[src/rtl/spu_pkg.sv]
// spu_pkg: shared sizes, types and execution-unit latencies for the SPU issue scoreboard
package spu_pkg;
  localparam int NUM_REGS = 128;
  localparam int CNT_W = 3;
  localparam int MAX_LAT = 7;
  localparam int STALL_CNT_W = 16;
  localparam int NUM_UNITS = 8;
  typedef logic [6:0] reg_addr_t;
  typedef logic [2:0] lat_t;
  typedef enum logic [2:0] {SF1, SF2, BYTE, PERM, LS, SP, SPINT, BR} unit_e;
  function automatic lat_t lat_of(unit_e u);
    return u == SF1 ? 3'd2 : (u == LS || u == SP) ? 3'd6 : u == SPINT ? 3'd7 : u == BR ? 3'd1 : 3'd4;
  endfunction
endpackage

[src/rtl/spu_issue_scoreboard_if.sv]
// spu_issue_scoreboard_if: decode request, dispatch and stall-counter bundle of the issue scoreboard
interface spu_issue_scoreboard_if;
  import spu_pkg::*;
  logic in_valid;
  logic in_ready;
  unit_e in_unit;
  logic in_nop;
  reg_addr_t in_ra_addr;
  reg_addr_t in_rb_addr;
  reg_addr_t in_rc_addr;
  reg_addr_t in_rt_addr;
  logic in_use_ra;
  logic in_use_rb;
  logic in_use_rc;
  logic in_reg_write;
  logic [NUM_UNITS-1:0] issue_valid;
  reg_addr_t issue_rt_addr;
  logic issue_reg_write;
  logic [STALL_CNT_W-1:0] stall_cycles;
  modport master (
    output in_valid, in_unit, in_nop, in_ra_addr, in_rb_addr, in_rc_addr, in_rt_addr,
           in_use_ra, in_use_rb, in_use_rc, in_reg_write,
    input  in_ready, issue_valid, issue_rt_addr, issue_reg_write, stall_cycles
  );
  modport slave (
    input  in_valid, in_unit, in_nop, in_ra_addr, in_rb_addr, in_rc_addr, in_rt_addr,
           in_use_ra, in_use_rb, in_use_rc, in_reg_write,
    output in_ready, issue_valid, issue_rt_addr, issue_reg_write, stall_cycles
  );
endinterface

[src/rtl/spu_wb_reservation.sv]
// spu_wb_reservation: shift-register tracker of future cycles that already own the single writeback port
module spu_wb_reservation
  import spu_pkg::*;
(
  input  logic clk,
  input  logic reset,
  input  lat_t chk_slot,
  output logic chk_busy,
  input  logic rsv_en,
  input  lat_t rsv_slot
);
  logic [MAX_LAT-1:0] res_q, res_d;
  assign chk_busy = res_q[chk_slot];
  always_comb res_d = (res_q | (rsv_en ? MAX_LAT'(1) << rsv_slot : '0)) >> 1;
  always_ff @(posedge clk) begin
    if (reset) res_q <= '0;
    else res_q <= res_d;
  end
endmodule

[src/rtl/spu_issue_scoreboard.sv]
// spu_issue_scoreboard: in-order single-issue RAW/WAW/writeback-port hazard scoreboard ahead of the SPU units
module spu_issue_scoreboard
  import spu_pkg::*;
(
  input  logic clk,
  input  logic reset,
  spu_issue_scoreboard_if.slave bus
);
  logic [CNT_W-1:0] pend_q [NUM_REGS];
  logic [CNT_W-1:0] pend_d [NUM_REGS];
  logic [NUM_UNITS-1:0] issue_valid_q, issue_valid_d;
  reg_addr_t issue_rt_addr_q, issue_rt_addr_d;
  logic issue_reg_write_q, issue_reg_write_d;
  logic [STALL_CNT_W-1:0] stall_cycles_q, stall_cycles_d;
  lat_t slot;
  logic raw, waw, wb_busy, accept, load;
  assign slot = lat_of(bus.in_unit) - 3'd1;
  assign raw = (bus.in_use_ra && pend_q[bus.in_ra_addr] != '0) ||
               (bus.in_use_rb && pend_q[bus.in_rb_addr] != '0) ||
               (bus.in_use_rc && pend_q[bus.in_rc_addr] != '0);
  assign waw = bus.in_reg_write && pend_q[bus.in_rt_addr] > slot;
  assign bus.in_ready = bus.in_nop || !(raw || waw || (bus.in_reg_write && wb_busy));
  assign accept = bus.in_valid && bus.in_ready && !bus.in_nop;
  assign load = accept && bus.in_reg_write;
  spu_wb_reservation u_wb (
    .clk      (clk),
    .reset    (reset),
    .chk_slot (slot),
    .chk_busy (wb_busy),
    .rsv_en   (load),
    .rsv_slot (slot)
  );
  always_comb begin
    for (int i = 0; i < NUM_REGS; i++)
      pend_d[i] = (load && bus.in_rt_addr == reg_addr_t'(i)) ? slot : pend_q[i] - CNT_W'(pend_q[i] != '0);
    issue_valid_d = accept ? NUM_UNITS'(1) << bus.in_unit : '0;
    issue_rt_addr_d = accept ? bus.in_rt_addr : issue_rt_addr_q;
    issue_reg_write_d = accept ? bus.in_reg_write : issue_reg_write_q;
    stall_cycles_d = stall_cycles_q + STALL_CNT_W'(bus.in_valid && !bus.in_ready && stall_cycles_q != '1);
  end
  always_ff @(posedge clk) begin
    if (reset) begin
      pend_q <= '{default: '0};
      issue_valid_q <= '0;
      issue_rt_addr_q <= '0;
      issue_reg_write_q <= 1'b0;
      stall_cycles_q <= '0;
    end else begin
      pend_q <= pend_d;
      issue_valid_q <= issue_valid_d;
      issue_rt_addr_q <= issue_rt_addr_d;
      issue_reg_write_q <= issue_reg_write_d;
      stall_cycles_q <= stall_cycles_d;
    end
  end
  assign bus.issue_valid = issue_valid_q;
  assign bus.issue_rt_addr = issue_rt_addr_q;
  assign bus.issue_reg_write = issue_reg_write_q;
  assign bus.stall_cycles = stall_cycles_q;
endmodule

[src/flat_wrapper.sv]
// flat-port wrapper written by rule: the top's interface ports become plain ports
module spu_issue_scoreboard_flat import spu_pkg::*;
  (clk, reset, bus_in_valid, bus_in_unit, bus_in_nop, bus_in_ra_addr, bus_in_rb_addr, bus_in_rc_addr, bus_in_rt_addr, bus_in_use_ra, bus_in_use_rb, bus_in_use_rc, bus_in_reg_write, bus_in_ready, bus_issue_valid, bus_issue_rt_addr, bus_issue_reg_write, bus_stall_cycles);
  spu_issue_scoreboard_if bus_i ();
  input  logic clk;
  input  logic reset;
  input wire logic [$bits(bus_i.in_valid)-1:0] bus_in_valid;
  input wire logic [$bits(bus_i.in_unit)-1:0] bus_in_unit;
  input wire logic [$bits(bus_i.in_nop)-1:0] bus_in_nop;
  input wire logic [$bits(bus_i.in_ra_addr)-1:0] bus_in_ra_addr;
  input wire logic [$bits(bus_i.in_rb_addr)-1:0] bus_in_rb_addr;
  input wire logic [$bits(bus_i.in_rc_addr)-1:0] bus_in_rc_addr;
  input wire logic [$bits(bus_i.in_rt_addr)-1:0] bus_in_rt_addr;
  input wire logic [$bits(bus_i.in_use_ra)-1:0] bus_in_use_ra;
  input wire logic [$bits(bus_i.in_use_rb)-1:0] bus_in_use_rb;
  input wire logic [$bits(bus_i.in_use_rc)-1:0] bus_in_use_rc;
  input wire logic [$bits(bus_i.in_reg_write)-1:0] bus_in_reg_write;
  output wire logic [$bits(bus_i.in_ready)-1:0] bus_in_ready;
  output wire logic [$bits(bus_i.issue_valid)-1:0] bus_issue_valid;
  output wire logic [$bits(bus_i.issue_rt_addr)-1:0] bus_issue_rt_addr;
  output wire logic [$bits(bus_i.issue_reg_write)-1:0] bus_issue_reg_write;
  output wire logic [$bits(bus_i.stall_cycles)-1:0] bus_stall_cycles;
  assign bus_i.in_valid = bus_in_valid;
  assign bus_i.in_unit = bus_in_unit;
  assign bus_i.in_nop = bus_in_nop;
  assign bus_i.in_ra_addr = bus_in_ra_addr;
  assign bus_i.in_rb_addr = bus_in_rb_addr;
  assign bus_i.in_rc_addr = bus_in_rc_addr;
  assign bus_i.in_rt_addr = bus_in_rt_addr;
  assign bus_i.in_use_ra = bus_in_use_ra;
  assign bus_i.in_use_rb = bus_in_use_rb;
  assign bus_i.in_use_rc = bus_in_use_rc;
  assign bus_i.in_reg_write = bus_in_reg_write;
  assign bus_in_ready = bus_i.in_ready;
  assign bus_issue_valid = bus_i.issue_valid;
  assign bus_issue_rt_addr = bus_i.issue_rt_addr;
  assign bus_issue_reg_write = bus_i.issue_reg_write;
  assign bus_stall_cycles = bus_i.stall_cycles;
  spu_issue_scoreboard u_core (.clk(clk), .reset(reset), .bus(bus_i));
endmodule
[config.mk]
export PLATFORM = sky130hd
export DESIGN_NAME = spu_issue_scoreboard_flat
export DESIGN_NICKNAME = d
export VERILOG_FILES = /design/src/rtl/spu_pkg.sv /design/src/rtl/spu_issue_scoreboard_if.sv /design/src/rtl/spu_wb_reservation.sv /design/src/rtl/spu_issue_scoreboard.sv /design/src/flat_wrapper.sv
export SDC_FILE = /design/constraint.sdc
export NUM_CORES = 1
export LEC_CHECK = 0
export ABC_AREA = 0
export CAP_MARGIN = 20
export CORE_ASPECT_RATIO = 0.9
export CORE_MARGIN = 3
export CORE_UTILIZATION = 45
export CTS_BUF_LIST = sky130_fd_sc_hd__clkbuf_4
export CTS_CLUSTER_SIZE = 28
export DETAILED_ROUTE_END_ITERATION = 7
export GPL_ROUTABILITY_DRIVEN = 0
export PLACE_DENSITY_LB_ADDON = 0.25
export SYNTH_ARGS = -nofsm -noshare
export SYNTH_HDL_FRONTEND = slang
export SYNTH_HIERARCHICAL = 1
export SYNTH_SLANG_ARGS = --single-unit
[constraint.sdc]
create_clock -name clk -period 7.3 [get_ports clk]
set_input_delay 1.095 -clock clk [delete_from_list [all_inputs] [get_ports clk]]
set_output_delay 1.095 -clock clk [all_outputs]
set_load 0.05 [all_outputs]
# Word level (Yosys, flattened, before mapping)
# Index checks and enable logic that the tools add are counted.
# W data, S select, Z words.
[op_classes] n_mux=147 n_addsub=130 shifts=2 eq_ne=132 magnitude_cmp=6 reduce_logical=281 bitwise_logic=6
[op_table] operator="$eq A7 B7 Y1 const B" n=64
[op_table] operator="$mux W3" n=140
[op_table] operator="$reduce_bool A3 Y1" n=131
[op_table] operator="$sub A3 B1 Y3" n=128
[op_table] operator="$eq A7 B6 Y1 const B" n=32
[op_table] operator="$logic_and A1 B1 Y1" n=138
[op_table] operator="$eq A7 B5 Y1 const B" n=16
[op_table] operator="$bmux W3 S7" n=4
[op_table] operator="$eq A7 B4 Y1 const B" n=8
[op_table] operator="$ge A8 B8 Y1 const B" n=4
[op_table] operator="$not A7 Y8" n=4
[op_table] operator="$eq A7 B3 Y1 const B" n=4
[op_table] operator="$add A16 B1 Y16" n=1
[op_table] operator="$ne A16 B16 Y1 const B" n=1
[op_table] operator="$eq A7 B2 Y1 const B" n=2
[op_table] operator="$eq A3 B3 Y1 const B" n=4
[op_table] operator="$shl A1 B3 Y8 const A" n=1
[op_table] operator="$eq A7 B1 Y1 const B" n=1
[op_table] operator="$logic_not A7 Y1" n=1
[op_table] operator="$mux W7" n=1
[op_table] operator="$or A7 B7 Y7" n=1
[op_table] operator="$shl A1 B3 Y7 const A" n=1
[op_table] operator="$logic_or A1 B1 Y1" n=6
[op_table] operator="$lt A3 B4 Y1 const B" n=1
[op_table] operator="other kinds (8)" n=10
[word_totals] wordCells=838 in_bits=39 ff_bits=423 output_inout_bits=33

# Logic depth before layout (Yosys ltp)
# Gate-level depths: netlist of run 1.
[logic_depth] depth_word=17 mapped_depth=27 mapped_depth_nobuf=22

# Hierarchy
# The synthesis of run 1 kept the hierarchy.
[modules_own_cells] module="spu_issue_scoreboard" area_each_um2=32407.3 seq_area_each_um2=8328.0 cells_per_inst=3571 n_inst=1
[modules_own_cells] module="spu_wb_reservation" area_each_um2=279.0 seq_area_each_um2=120.1 cells_per_inst=28 n_inst=1

# Worst setup path after synthesis of run 1
# Ideal clock, no wire load.
[synth_timing] kind="input -> output" from="in bus_in_rt_addr[0]" to="out bus_in_ready" required_time_ns=6.205 n_path_buf=5 cell_stages=18 setup_slack_ns=0.071 arrival_time_ns=6.134 cell_sequence="clkbuf_1 > buf_1 > clkbuf_1 > mux4_2 > mux4_2 > mux4_2 > mux2_2 > ha_1 > a21o_1 > a21oi_1 > a31oi_1 > o21ai_0 > o2111ai_1 > or4_4 > buf_2 > buf_1 > nor2_1 > or2_2"
[synth_between] elab_chain_len=10
[synth_rtl] element="start: declaration" line="flat_wrapper.sv:13" text="input wire logic [$bits(bus_i.in_rt_addr)-1:0] bus_in_rt_addr;"
[synth_rtl] element="$not A7 Y8 (implied by the code)" line="spu_issue_scoreboard.sv:21" text="assign waw = bus.in_reg_write && pend_q[bus.in_rt_addr] > slot;"
[synth_rtl] element="$bmux W3 S7" line="spu_issue_scoreboard.sv:21"
[synth_rtl] element="$mux W3 (implied by the code) (2 in series)" line="spu_issue_scoreboard.sv:21"
[synth_rtl] element="$gt A3 B3 Y1" line="spu_issue_scoreboard.sv:21"
[synth_rtl] element="$logic_and A1 B1 Y1" line="spu_issue_scoreboard.sv:21"
[synth_rtl] element="$logic_or A1 B1 Y1 (2 in series)" line="spu_issue_scoreboard.sv:22" text="assign bus.in_ready = bus.in_nop || !(raw || waw || (bus.in_reg_write && wb_busy));"
[synth_rtl] element="$logic_not A1 Y1" line="spu_issue_scoreboard.sv:22"
[synth_rtl] element="$logic_or A1 B1 Y1" line="spu_issue_scoreboard.sv:22"
[synth_rtl] element="end: declaration" line="flat_wrapper.sv:18" text="output wire logic [$bits(bus_i.in_ready)-1:0] bus_in_ready;"
# Every way passes these cells. The select of a mux whose other input is x is not followed.

# Final worst setup path of run 1
# Ends and elaborated chain as after synthesis.

==> impl_results.html, run 1 <==
<table>
<tr><th>Metric</th><th>Value</th></tr>
<tr><th colspan="2">GRT</th></tr>
<tr><td>First-pass GRT wire length</td><td>around 190 mm</td></tr>
<tr><td>Largest net degree at the start of global routing</td><td>roughly 150</td></tr>
<tr><td>Global route overflow</td><td>0</td></tr>
<tr><td>Overall routing resource usage</td><td>32.5%</td></tr>
<tr><td>Number of antenna violations at the first check in global routing</td><td>8</td></tr>
<tr><td>Via count of the first global-routing pass</td><td>29415</td></tr>
<tr><th colspan="2">Logic synthesis</th></tr>
<tr><td>Mux contribution to synthesized area</td><td>between 20% and 30%</td></tr>
<tr><td>Compound-Gate Fraction of Synth Area</td><td>around 14%</td></tr>
<tr><td>Gate Count Post-Synth</td><td>3599</td></tr>
<tr><td>Primary flip-flop cell chosen by synthesis mapping</td><td>sky130_fd_sc_hd__dfxtp_1</td></tr>
<tr><td>Yosys top cell by area</td><td>sky130_fd_sc_hd__dfxtp_1</td></tr>
<tr><td>Area of the mapped netlist</td><td>about 33000 µm²</td></tr>
<tr><td>Mapped Nets</td><td>just under 4000</td></tr>
<tr><td>Fraction of synthesized cell area in xor and xnor cells</td><td>under 10%</td></tr>
<tr><td>Yosys reg bits</td><td>around 420</td></tr>
<tr><td>Mean post-synth cell area</td><td>~9.1 µm²</td></tr>
<tr><td>Post-synthesis cell type count</td><td>74</td></tr>
<tr><td>Combinational family with the most area after synthesis</td><td>multiplexers</td></tr>
<tr><td>Simple-gate share of the synthesized area</td><td>between 10% and 20%</td></tr>
<tr><td>Share of async-settable or async-resettable flops after synthesis</td><td>0%</td></tr>
<tr><td>Yosys top cell area share</td><td>25.8%</td></tr>
<tr><td>Synthesized-area fraction occupied by adder cells</td><td>under 10%</td></tr>
<tr><td>Fraction of the yosys area taken by sequential cells</td><td>25.8%</td></tr>
<tr><td>Number of warnings issued by yosys</td><td>6</td></tr>
<tr><td>Number of synthesized flops with an enable pin</td><td>0</td></tr>
<tr><td>Top cells by area, synth</td><td>sky130_fd_sc_hd__dfxtp_1 (26%), sky130_fd_sc_hd__mux4_2 (16%), sky130_fd_sc_hd__ha_1 (10%)</td></tr>
<tr><th colspan="2">Setup path</th></tr>
<tr><td>Maximum fanout count along the critical path</td><td>41</td></tr>
<tr><td>Crit path required time</td><td>6200 ps</td></tr>
<tr><td>Number of cells on the worst reg-to-reg path</td><td>19</td></tr>
<tr><td>CP Data Arrival Time</td><td>5800 ps</td></tr>
<tr><td>CP Launch Type</td><td>input pin</td></tr>
<tr><td>Endpoint kind of the worst setup timing path</td><td>output pin</td></tr>
<tr><td>Endpoint of the most critical register-to-register path</td><td>u_core/bus.stall_cycles[14]</td></tr>
<tr><td>Start of the worst register-to-register path</td><td>u_core/pend_q[166]</td></tr>
<tr><td>Worst Setup Path Type</td><td>in -&gt; out</td></tr>
<tr><td>Reg2reg setup slack</td><td>between 1500 and 2000 ps</td></tr>
<tr><th colspan="2">Die</th></tr>
<tr><td>Vertical extent of the die</td><td>262 µm</td></tr>
<tr><td>Area of the core</td><td>~70000 µm²</td></tr>
<tr><td>Die area</td><td>around 76000 µm²</td></tr>
<tr><td>Top-level port count</td><td>72</td></tr>
<tr><td>Die width</td><td>approximately 290 µm</td></tr>
<tr><td>Starting density of the core</td><td>a little under half</td></tr>
<tr><td># rows</td><td>a little over 90</td></tr>
<tr><th colspan="2">Final layout</th></tr>
<tr><td>Fraction of layout instances using a drive strength above 1</td><td>approximately a fifth</td></tr>
<tr><td>Post-route cell area</td><td>35900 µm²</td></tr>
<tr><td>Commonest non-fill, non-tap cells in the layout</td><td>sky130_fd_sc_hd__dfxtp_1 (422), sky130_fd_sc_hd__inv_1 (365), sky130_fd_sc_hd__nor2_1 (362)</td></tr>
<tr><td>Area Overhead vs Synth</td><td>9.93%</td></tr>
<tr><td>Most frequent standard cell in the layout excluding fill and tap cells</td><td>sky130_fd_sc_hd__dfxtp_1</td></tr>
<tr><td>Number of nets in the layout</td><td>just under 4000</td></tr>
<tr><th colspan="2">Drt</th></tr>
<tr><td>Routed wire length</td><td>between 100 and 150 mm</td></tr>
<tr><td>DRC marker count from the first detailed-route iteration</td><td>4425</td></tr>
<tr><td>Routed vias</td><td>around 31000</td></tr>
<tr><td>Routed via count divided by cell count</td><td>approximately 6.8</td></tr>
<tr><td>Residual DRC</td><td>1</td></tr>
<tr><td>DRT Pass-1 Iters</td><td>8</td></tr>
<tr><td>Remaining antenna violation count after routing</td><td>0</td></tr>
<tr><td>Drt wl/cell</td><td>about 27 µm</td></tr>
<tr><th colspan="2">Timing</th></tr>
<tr><td>Peak clock frequency supported by timing</td><td>roughly 150 MHz</td></tr>
<tr><td>Slew at the pin with the worst max-slew slack</td><td>1290 ps</td></tr>
<tr><td>Crit share post-route</td><td>a little over nine tenths</td></tr>
<tr><td>Final hold violations</td><td>0</td></tr>
<tr><td>Setup violations, final</td><td>0</td></tr>
<tr><td>RSZ-0062 raised after global routing</td><td>no</td></tr>
<tr><td>Final TNS setup</td><td>0 ps</td></tr>
<tr><td>Number of pins with negative max-slew slack in the final report</td><td>0</td></tr>
<tr><td>Worst relative slew slack</td><td>between 10% and 20%</td></tr>
<tr><td>Period minus WS final</td><td>6900 ps</td></tr>
<tr><td>Clock Skews</td><td>roughly 63 ps</td></tr>
<tr><th colspan="2">Flow run</th></tr>
<tr><td>MaxCap Viol Count</td><td>0</td></tr>
<tr><th colspan="2">CTS</th></tr>
<tr><td>Post-CTS setup buffer count</td><td>0</td></tr>
<tr><td>CTS max path bufs</td><td>3</td></tr>
<tr><td>Number of clock sinks</td><td>approximately 420</td></tr>
<tr><td>Level count of the clock H-tree</td><td>3</td></tr>
<tr><td>Root Buffer Master</td><td>sky130_fd_sc_hd__clkbuf_4</td></tr>
<tr><td>Clk Latency, worst-skew pair</td><td>980 ps</td></tr>
<tr><td>Cts bufs inserted</td><td>roughly 120</td></tr>
<tr><td>TritonCTS clock tree</td><td>yes</td></tr>
<tr><td>Clock transition time at the flip-flop clock pins of the worst setup and hold paths</td><td>70 ps</td></tr>
<tr><th colspan="2">Placed design</th></tr>
<tr><td>Sum of net half-perimeters after detailed placement</td><td>~87 mm</td></tr>
<tr><td>Buffers added on ports</td><td>71</td></tr>
<tr><td>Total cell area at the placement stage</td><td>34400 µm²</td></tr>
<tr><th colspan="2">Pwr</th></tr>
<tr><td>Pleak</td><td>approximately 0.014 µW</td></tr>
<tr><td>Power per Cell Area</td><td>385 nW/µm²</td></tr>
<tr><td>Max rail drop VDD</td><td>around 0.00019 V</td></tr>
<tr><th colspan="2">Worst hold path</th></tr>
<tr><td>Worst min path class</td><td>reg -&gt; reg</td></tr>
<tr><td>Hold path start</td><td>u_core/u_wb/res_q[3]</td></tr>
<tr><td>Count of cells along the worst hold path</td><td>2</td></tr>
<tr><td>Worst Hold Endpoint</td><td>u_core/u_wb/res_q[2]</td></tr>
<tr><th colspan="2">Outcome</th></tr>
<tr><td>Violations in the final reports</td><td>DRC</td></tr>
<tr><td>Run status</td><td>finished with violations</td></tr>
</table>
-- cell usage after synthesis, types with 11 or more instances --
cell type,instances
sky130_fd_sc_hd__dfxtp_1,422
sky130_fd_sc_hd__and4_1,65
sky130_fd_sc_hd__nor3_1,149
sky130_fd_sc_hd__o22ai_1,11
sky130_fd_sc_hd__nor4_1,12
sky130_fd_sc_hd__mux2_1,16
sky130_fd_sc_hd__a31oi_1,143
sky130_fd_sc_hd__xor2_1,72
sky130_fd_sc_hd__mux2i_1,34
sky130_fd_sc_hd__nand3_1,71
sky130_fd_sc_hd__a21oi_1,120
sky130_fd_sc_hd__o31ai_1,15
sky130_fd_sc_hd__a311oi_1,74
sky130_fd_sc_hd__nand2b_1,16
sky130_fd_sc_hd__and3_1,12
sky130_fd_sc_hd__or3_1,86
sky130_fd_sc_hd__ha_1,261
sky130_fd_sc_hd__buf_1,36
sky130_fd_sc_hd__mux4_2,233
sky130_fd_sc_hd__nor2_1,368
sky130_fd_sc_hd__buf_2,55
sky130_fd_sc_hd__xnor2_1,66
sky130_fd_sc_hd__a41o_1,56
sky130_fd_sc_hd__mux2_2,122
sky130_fd_sc_hd__a211oi_1,81
sky130_fd_sc_hd__o21ai_0,29
sky130_fd_sc_hd__nand4_1,63
sky130_fd_sc_hd__nand2_1,129
sky130_fd_sc_hd__o211ai_1,16
sky130_fd_sc_hd__nor2b_1,21
sky130_fd_sc_hd__a221oi_1,36
sky130_fd_sc_hd__clkbuf_1,210
sky130_fd_sc_hd__inv_1,366
-- report_power, final --
group / switching, µW / internal (µW) / total [µW]
Sequential: 1190 / 3150 / 4350
Clock: 1110 / 1160 / 2270
Combinational: 3680 / 3540 / 7220
-- per-layer routing --
layer / GRT usage [%] / vias to the layer above / part of all wire, % / wire length, µm
met2: 46.5 / 2208 / 40 / 51500
met5: 0 / - / 0.016 / 20
met3: 12.1 / 528 / 14 / 18200
met1: 43.1 / 15138 / 39 / 50200
met4: 16.1 / 4 / 5.7 / 7240
li1: - / 13547 / - / -
-- how the worst max path moves through the flow --
stage / from / end / slack, ps
floorplan: bus_in_rt_addr[0] / bus_in_ready / 70
global placement: bus_in_rt_addr[0] / bus_in_ready / 280
detailed placement: bus_in_rt_addr[0] / bus_in_ready / 220
CTS: bus_in_rt_addr[0] / bus_in_ready / 190
global route: bus_in_rt_addr[0] / bus_in_ready / 110
finish: bus_in_rt_addr[0] / bus_in_ready / 400
-- final cells by class --
cell class	instances	area (µm²)
Antenna cell	10	25.0
Multi-Input combinational cell	2506	21700
Sequential cell	422	8450
Tap cell	950	1190
Inverter	369	1390
Clock buffer	177	1330
Clock inverter	26	159
Fill cell	6802	35900
Timing Repair Buffer	177	1690
-- worst max-delay path, stage by stage --
cell and delay, ps:
sky130_fd_sc_hd__buf_8 390, sky130_fd_sc_hd__buf_4 260, sky130_fd_sc_hd__mux4_2 510, sky130_fd_sc_hd__mux4_2 570
sky130_fd_sc_hd__mux4_2 530, sky130_fd_sc_hd__mux2_2 280, sky130_fd_sc_hd__ha_1 300, sky130_fd_sc_hd__a21o_1 170
sky130_fd_sc_hd__a21oi_1 130, sky130_fd_sc_hd__a31oi_1 50, sky130_fd_sc_hd__o21ai_0 140, sky130_fd_sc_hd__o2111ai_1 190
sky130_fd_sc_hd__or4_4 530, sky130_fd_sc_hd__nor2_2 290, sky130_fd_sc_hd__or2_2 200, sky130_fd_sc_hd__buf_12 130
-- sequential cells by signal (all words and copies together), names as in the netlist --
name / count
u_core/pend_q: 384
u_core/bus.stall_cycles: 16
u_core/bus.issue_valid: 8
u_core/bus.issue_rt_addr: 7
u_core/u_wb/res_q: 6
u_core/bus.issue_reg_write: 1
-- repair_timing --
item | 4_1_cts | 5_1_grt
resized for setup | 0 | 3
setup endpoints to repair | 0 | 1
hold buffers | 0 | 0
-- cell families (layout without fill, tap and decap cells) --
group,after synthesis,in the layout
XOR/XNOR,138,138
flip-flops,422,422
AO/OA/AOI/OAI,655,655
adder cells (fa/ha/maj),261,261
AND/OR/NAND/NOR,1047,1047
other,0,10
buffers and inverters,671,749
multiplexers,405,405
-- through the flow --
stage               worst slack (ps)  cells  utilization [%]  hold WS (ps)  total power [µW]
global route                     113   4634             50.0           464             14900
detailed placement               216   4423             47.9           437             11300
floorplan                       70.5   3599                -           416              9340
finish                           404   4637             50.0           445             13800
global placement                 282   4423             47.9           435             11200
CTS                              194   4626             50.0           448             13600
(Power assumes the default switching activity.)
==> run 2, diff against run 1 <==
--- a/config.mk
+++ b/config.mk
@@ -8,7 +8,6 @@
 export ABC_AREA = 0
 export CAP_MARGIN = 20
 export CORE_ASPECT_RATIO = 0.9
-export CORE_MARGIN = 3
 export CORE_UTILIZATION = 45
 export CTS_BUF_LIST = sky130_fd_sc_hd__clkbuf_4
 export CTS_CLUSTER_SIZE = 28
==> run 2 against run 1 <==
Effect of this change: total power decreased by 0.49%; global-route usage rose by 1.2 points; largest cell class unchanged; count of clock-buffer cells in the layout rose by 1; clock skew rose by 20 ps; design area down 0.40%; utilization down 0.12 points; combinational power about the same; hold slack got worse by 1.4 ps; critical path type unchanged; largest power group unchanged; first-iteration DRC count is 2.9% lower; the run now ends clean; non-clock buffer count down 18; register-to-register slack lost 240 ps.
==> impl_results.html, run 2 (synthesized netlist as in run 1, its figures left out) <==
<table>
<tr><th>Metric</th><th>Value</th></tr>
<tr><th colspan="2">Timing</th></tr>
<tr><td>Peak clock frequency supported by timing</td><td>142 MHz</td></tr>
<tr><td>RSZ-0062 raised after global routing</td><td>no</td></tr>
<tr><td>Worst relative slew slack</td><td>between 10% and 20%</td></tr>
<tr><td>Crit share post-route</td><td>a little over nine tenths</td></tr>
<tr><td>Setup violations, final</td><td>0</td></tr>
<tr><td>Final TNS setup</td><td>0 ps</td></tr>
<tr><td>Period minus WS final</td><td>~7000 ps</td></tr>
<tr><td>Clock Skews</td><td>83.1 ps</td></tr>
<tr><td>Final hold violations</td><td>0</td></tr>
<tr><td>Number of pins with negative max-slew slack in the final report</td><td>0</td></tr>
<tr><td>Slew at the pin with the worst max-slew slack</td><td>between 1000 and 1500 ps</td></tr>
<tr><th colspan="2">Pwr</th></tr>
<tr><td>Cell internal power dissipation</td><td>~7800 µW</td></tr>
<tr><td>Switch Pwr</td><td>between 5000 and 6000 µW</td></tr>
<tr><td>Sequential cell fraction of total power</td><td>31.6%</td></tr>
<tr><td>Max rail drop VDD</td><td>0.000219 V</td></tr>
<tr><td>Clock power share</td><td>roughly 16%</td></tr>
<tr><td>Part of the total power dissipated in combinational logic</td><td>a little over half</td></tr>
<tr><td>Power per Cell Area</td><td>385 nW/µm²</td></tr>
<tr><td>Pleak</td><td>between 0.01 and 0.015 µW</td></tr>
<tr><td>Switching share of power</td><td>between 40% and 50%</td></tr>
<tr><th colspan="2">GRT</th></tr>
<tr><td>First-pass GRT wire length</td><td>188 mm</td></tr>
<tr><td>Number of antenna violations at the first check in global routing</td><td>4</td></tr>
<tr><td>Via count of the first global-routing pass</td><td>between 20000 and 30000</td></tr>
<tr><td>Overall routing resource usage</td><td>33.7%</td></tr>
<tr><td>Largest net degree at the start of global routing</td><td>~160</td></tr>
<tr><td>Global route overflow</td><td>0</td></tr>
<tr><th colspan="2">Die</th></tr>
<tr><td>Die area</td><td>approximately 74000 µm²</td></tr>
<tr><td>Starting density of the core</td><td>45.6%</td></tr>
<tr><td>Vertical extent of the die</td><td>~260 µm</td></tr>
<tr><td>Top-level port count</td><td>72</td></tr>
<tr><td># rows</td><td>slightly above 90</td></tr>
<tr><td>Area of the core</td><td>approximately 70000 µm²</td></tr>
<tr><td>Die width</td><td>around 290 µm</td></tr>
<tr><th colspan="2">CTS</th></tr>
<tr><td>Resized cells post-CTS</td><td>0</td></tr>
<tr><td>Level count of the clock H-tree</td><td>3</td></tr>
<tr><td>Clock transition time at the flip-flop clock pins of the worst setup and hold paths</td><td>~60 ps</td></tr>
<tr><td>Cts bufs inserted</td><td>116</td></tr>
<tr><td>Post-CTS setup buffer count</td><td>0</td></tr>
<tr><td>Number of clock sinks</td><td>422</td></tr>
<tr><td>TritonCTS clock tree</td><td>yes</td></tr>
<tr><td>Hold buffer count at cts</td><td>0</td></tr>
<tr><td>Clk Latency, worst-skew pair</td><td>990 ps</td></tr>
<tr><td>Root Buffer Master</td><td>sky130_fd_sc_hd__clkbuf_4</td></tr>
<tr><td>CTS max path bufs</td><td>3</td></tr>
<tr><th colspan="2">Drt</th></tr>
<tr><td>DRC marker count from the first detailed-route iteration</td><td>approximately 4300</td></tr>
<tr><td>Drt wl/cell</td><td>roughly 27 µm</td></tr>
<tr><td>Routed via count divided by cell count</td><td>6.79</td></tr>
<tr><td>Routed wire length</td><td>between 100 and 150 mm</td></tr>
<tr><td>Routed vias</td><td>approximately 31000</td></tr>
<tr><td>Residual DRC</td><td>0</td></tr>
<tr><td>Remaining antenna violation count after routing</td><td>0</td></tr>
<tr><td>DRT Pass-1 Iters</td><td>7</td></tr>
<tr><th colspan="2">Worst hold path</th></tr>
<tr><td>Hold path start</td><td>u_core/u_wb/res_q[3]</td></tr>
<tr><td>Count of cells along the worst hold path</td><td>2</td></tr>
<tr><td>Worst min path class</td><td>reg -&gt; reg</td></tr>
<tr><td>Worst Hold Endpoint</td><td>u_core/u_wb/res_q[2]</td></tr>
<tr><th colspan="2">Setup path</th></tr>
<tr><td>Worst Setup Path Type</td><td>in -&gt; out</td></tr>
<tr><td>First element of the critical path</td><td>bus_in_rt_addr[1]</td></tr>
<tr><td>CP Data Arrival Time</td><td>5940 ps</td></tr>
<tr><td>Endpoint of the most critical register-to-register path</td><td>u_core/bus.stall_cycles[14]</td></tr>
<tr><td>Crit path required time</td><td>around 6200 ps</td></tr>
<tr><td>Reg2reg setup slack</td><td>about 1800 ps</td></tr>
<tr><td>Endpoint kind of the worst setup timing path</td><td>output pin</td></tr>
<tr><td>Number of cells on the worst reg-to-reg path</td><td>19</td></tr>
<tr><td>Start of the worst register-to-register path</td><td>u_core/pend_q[148]</td></tr>
<tr><td>CP Launch Type</td><td>input pin</td></tr>
<tr><td>Maximum fanout count along the critical path</td><td>23</td></tr>
<tr><th colspan="2">Final layout</th></tr>
<tr><td>Fraction of layout instances using a drive strength above 1</td><td>a little under a fifth</td></tr>
<tr><td>Flip-flop count of the largest register, all copies and words added</td><td>around 380</td></tr>
<tr><td>Area Overhead vs Synth</td><td>9.49%</td></tr>
<tr><td>Final standard cell count with taps included and fillers excluded</td><td>between 4000 and 5000</td></tr>
<tr><td>Most frequent standard cell in the layout excluding fill and tap cells</td><td>sky130_fd_sc_hd__dfxtp_1</td></tr>
<tr><td>Commonest non-fill, non-tap cells in the layout</td><td>sky130_fd_sc_hd__dfxtp_1 (422), sky130_fd_sc_hd__inv_1 (365), sky130_fd_sc_hd__nor2_1 (363)</td></tr>
<tr><td>Number of nets in the layout</td><td>about 3900</td></tr>
<tr><td>Register bank with the most flops</td><td>u_core/pend_q</td></tr>
<tr><th colspan="2">Placed design</th></tr>
<tr><td>Number of placed instances with taps included</td><td>4405</td></tr>
<tr><td>Sum of net half-perimeters after detailed placement</td><td>between 80 and 90 mm</td></tr>
<tr><td>Buffers added on ports</td><td>between 70 and 80</td></tr>
<tr><th colspan="2">Outcome</th></tr>
<tr><td>Run status</td><td>complete, no violations</td></tr>
<tr><th colspan="2">Flow run</th></tr>
<tr><td>MaxCap Viol Count</td><td>0</td></tr>
</table>
==> run 2: critical path, cell delays in order <==
cell	delay (ps)
sky130_fd_sc_hd__buf_4	340
sky130_fd_sc_hd__buf_4	370
sky130_fd_sc_hd__mux4_2	350
sky130_fd_sc_hd__mux4_2	540
sky130_fd_sc_hd__mux4_2	560
sky130_fd_sc_hd__mux2_2	300
sky130_fd_sc_hd__ha_1	300
sky130_fd_sc_hd__a21o_1	180
sky130_fd_sc_hd__a21oi_1	150
sky130_fd_sc_hd__a31oi_1	50
sky130_fd_sc_hd__o21ai_0	160
sky130_fd_sc_hd__o2111ai_1	210
sky130_fd_sc_hd__or4_4	540
sky130_fd_sc_hd__nor2_1	400
sky130_fd_sc_hd__or2_2	230
sky130_fd_sc_hd__buf_12	130
==> run 2: worst max path at each step <==
stage / cells after the start / to
floorplan: 18 / bus_in_ready
global placement: 16 / bus_in_ready
detailed placement: 16 / bus_in_ready
CTS: 16 / bus_in_ready
global route: 16 / bus_in_ready
finish: 16 / bus_in_ready
==> run 2: cell type report <==
cell class                 instances  area, µm²
inverter                         369       1390
antenna                            5       12.5
tap                              950       1190
sequential                       422       8450
clock inverter                    23        118
fill                            6867      35900
multi-input combinational       2506      21700
timing repair buffer             159       1600
clock buffer                     178       1340
==> run 2: routing by layer <==
metal  vias to the layer above  track usage (%)  wire (µm)
li1                      13534                -          -
met1                     14978             44.6      49300
met2                      2300             47.6      51600
met3                       506             12.8      18400
met4                         2             16.7       7250
met5                         -                0         48
==> run 2: power by group through the flow <==
stage          Clock (µW)  Sequential [µW]  Combinational [µW]
2_1_floorplan           0             3790                5550
3_3_place_gp            0             4330                6860
3_5_place_dp            0             4300                6990
4_1_cts              2250             4260                7050
5_1_grt              2380             4390                8000
6_report             2220             4360                7200
==> run 2: through the flow <==
step	util, %	worst slack [ps]	power, µW	cell area (µm²)	hold slack [ps]
floorplan	-	70.5	9340	32700	416
global placement	47.8	454	11200	34300	436
detailed placement	47.9	394	11300	34300	440
CTS	49.9	392	13600	35800	448
global route	49.9	214	14800	35800	467
finish	49.9	266	13800	35800	444
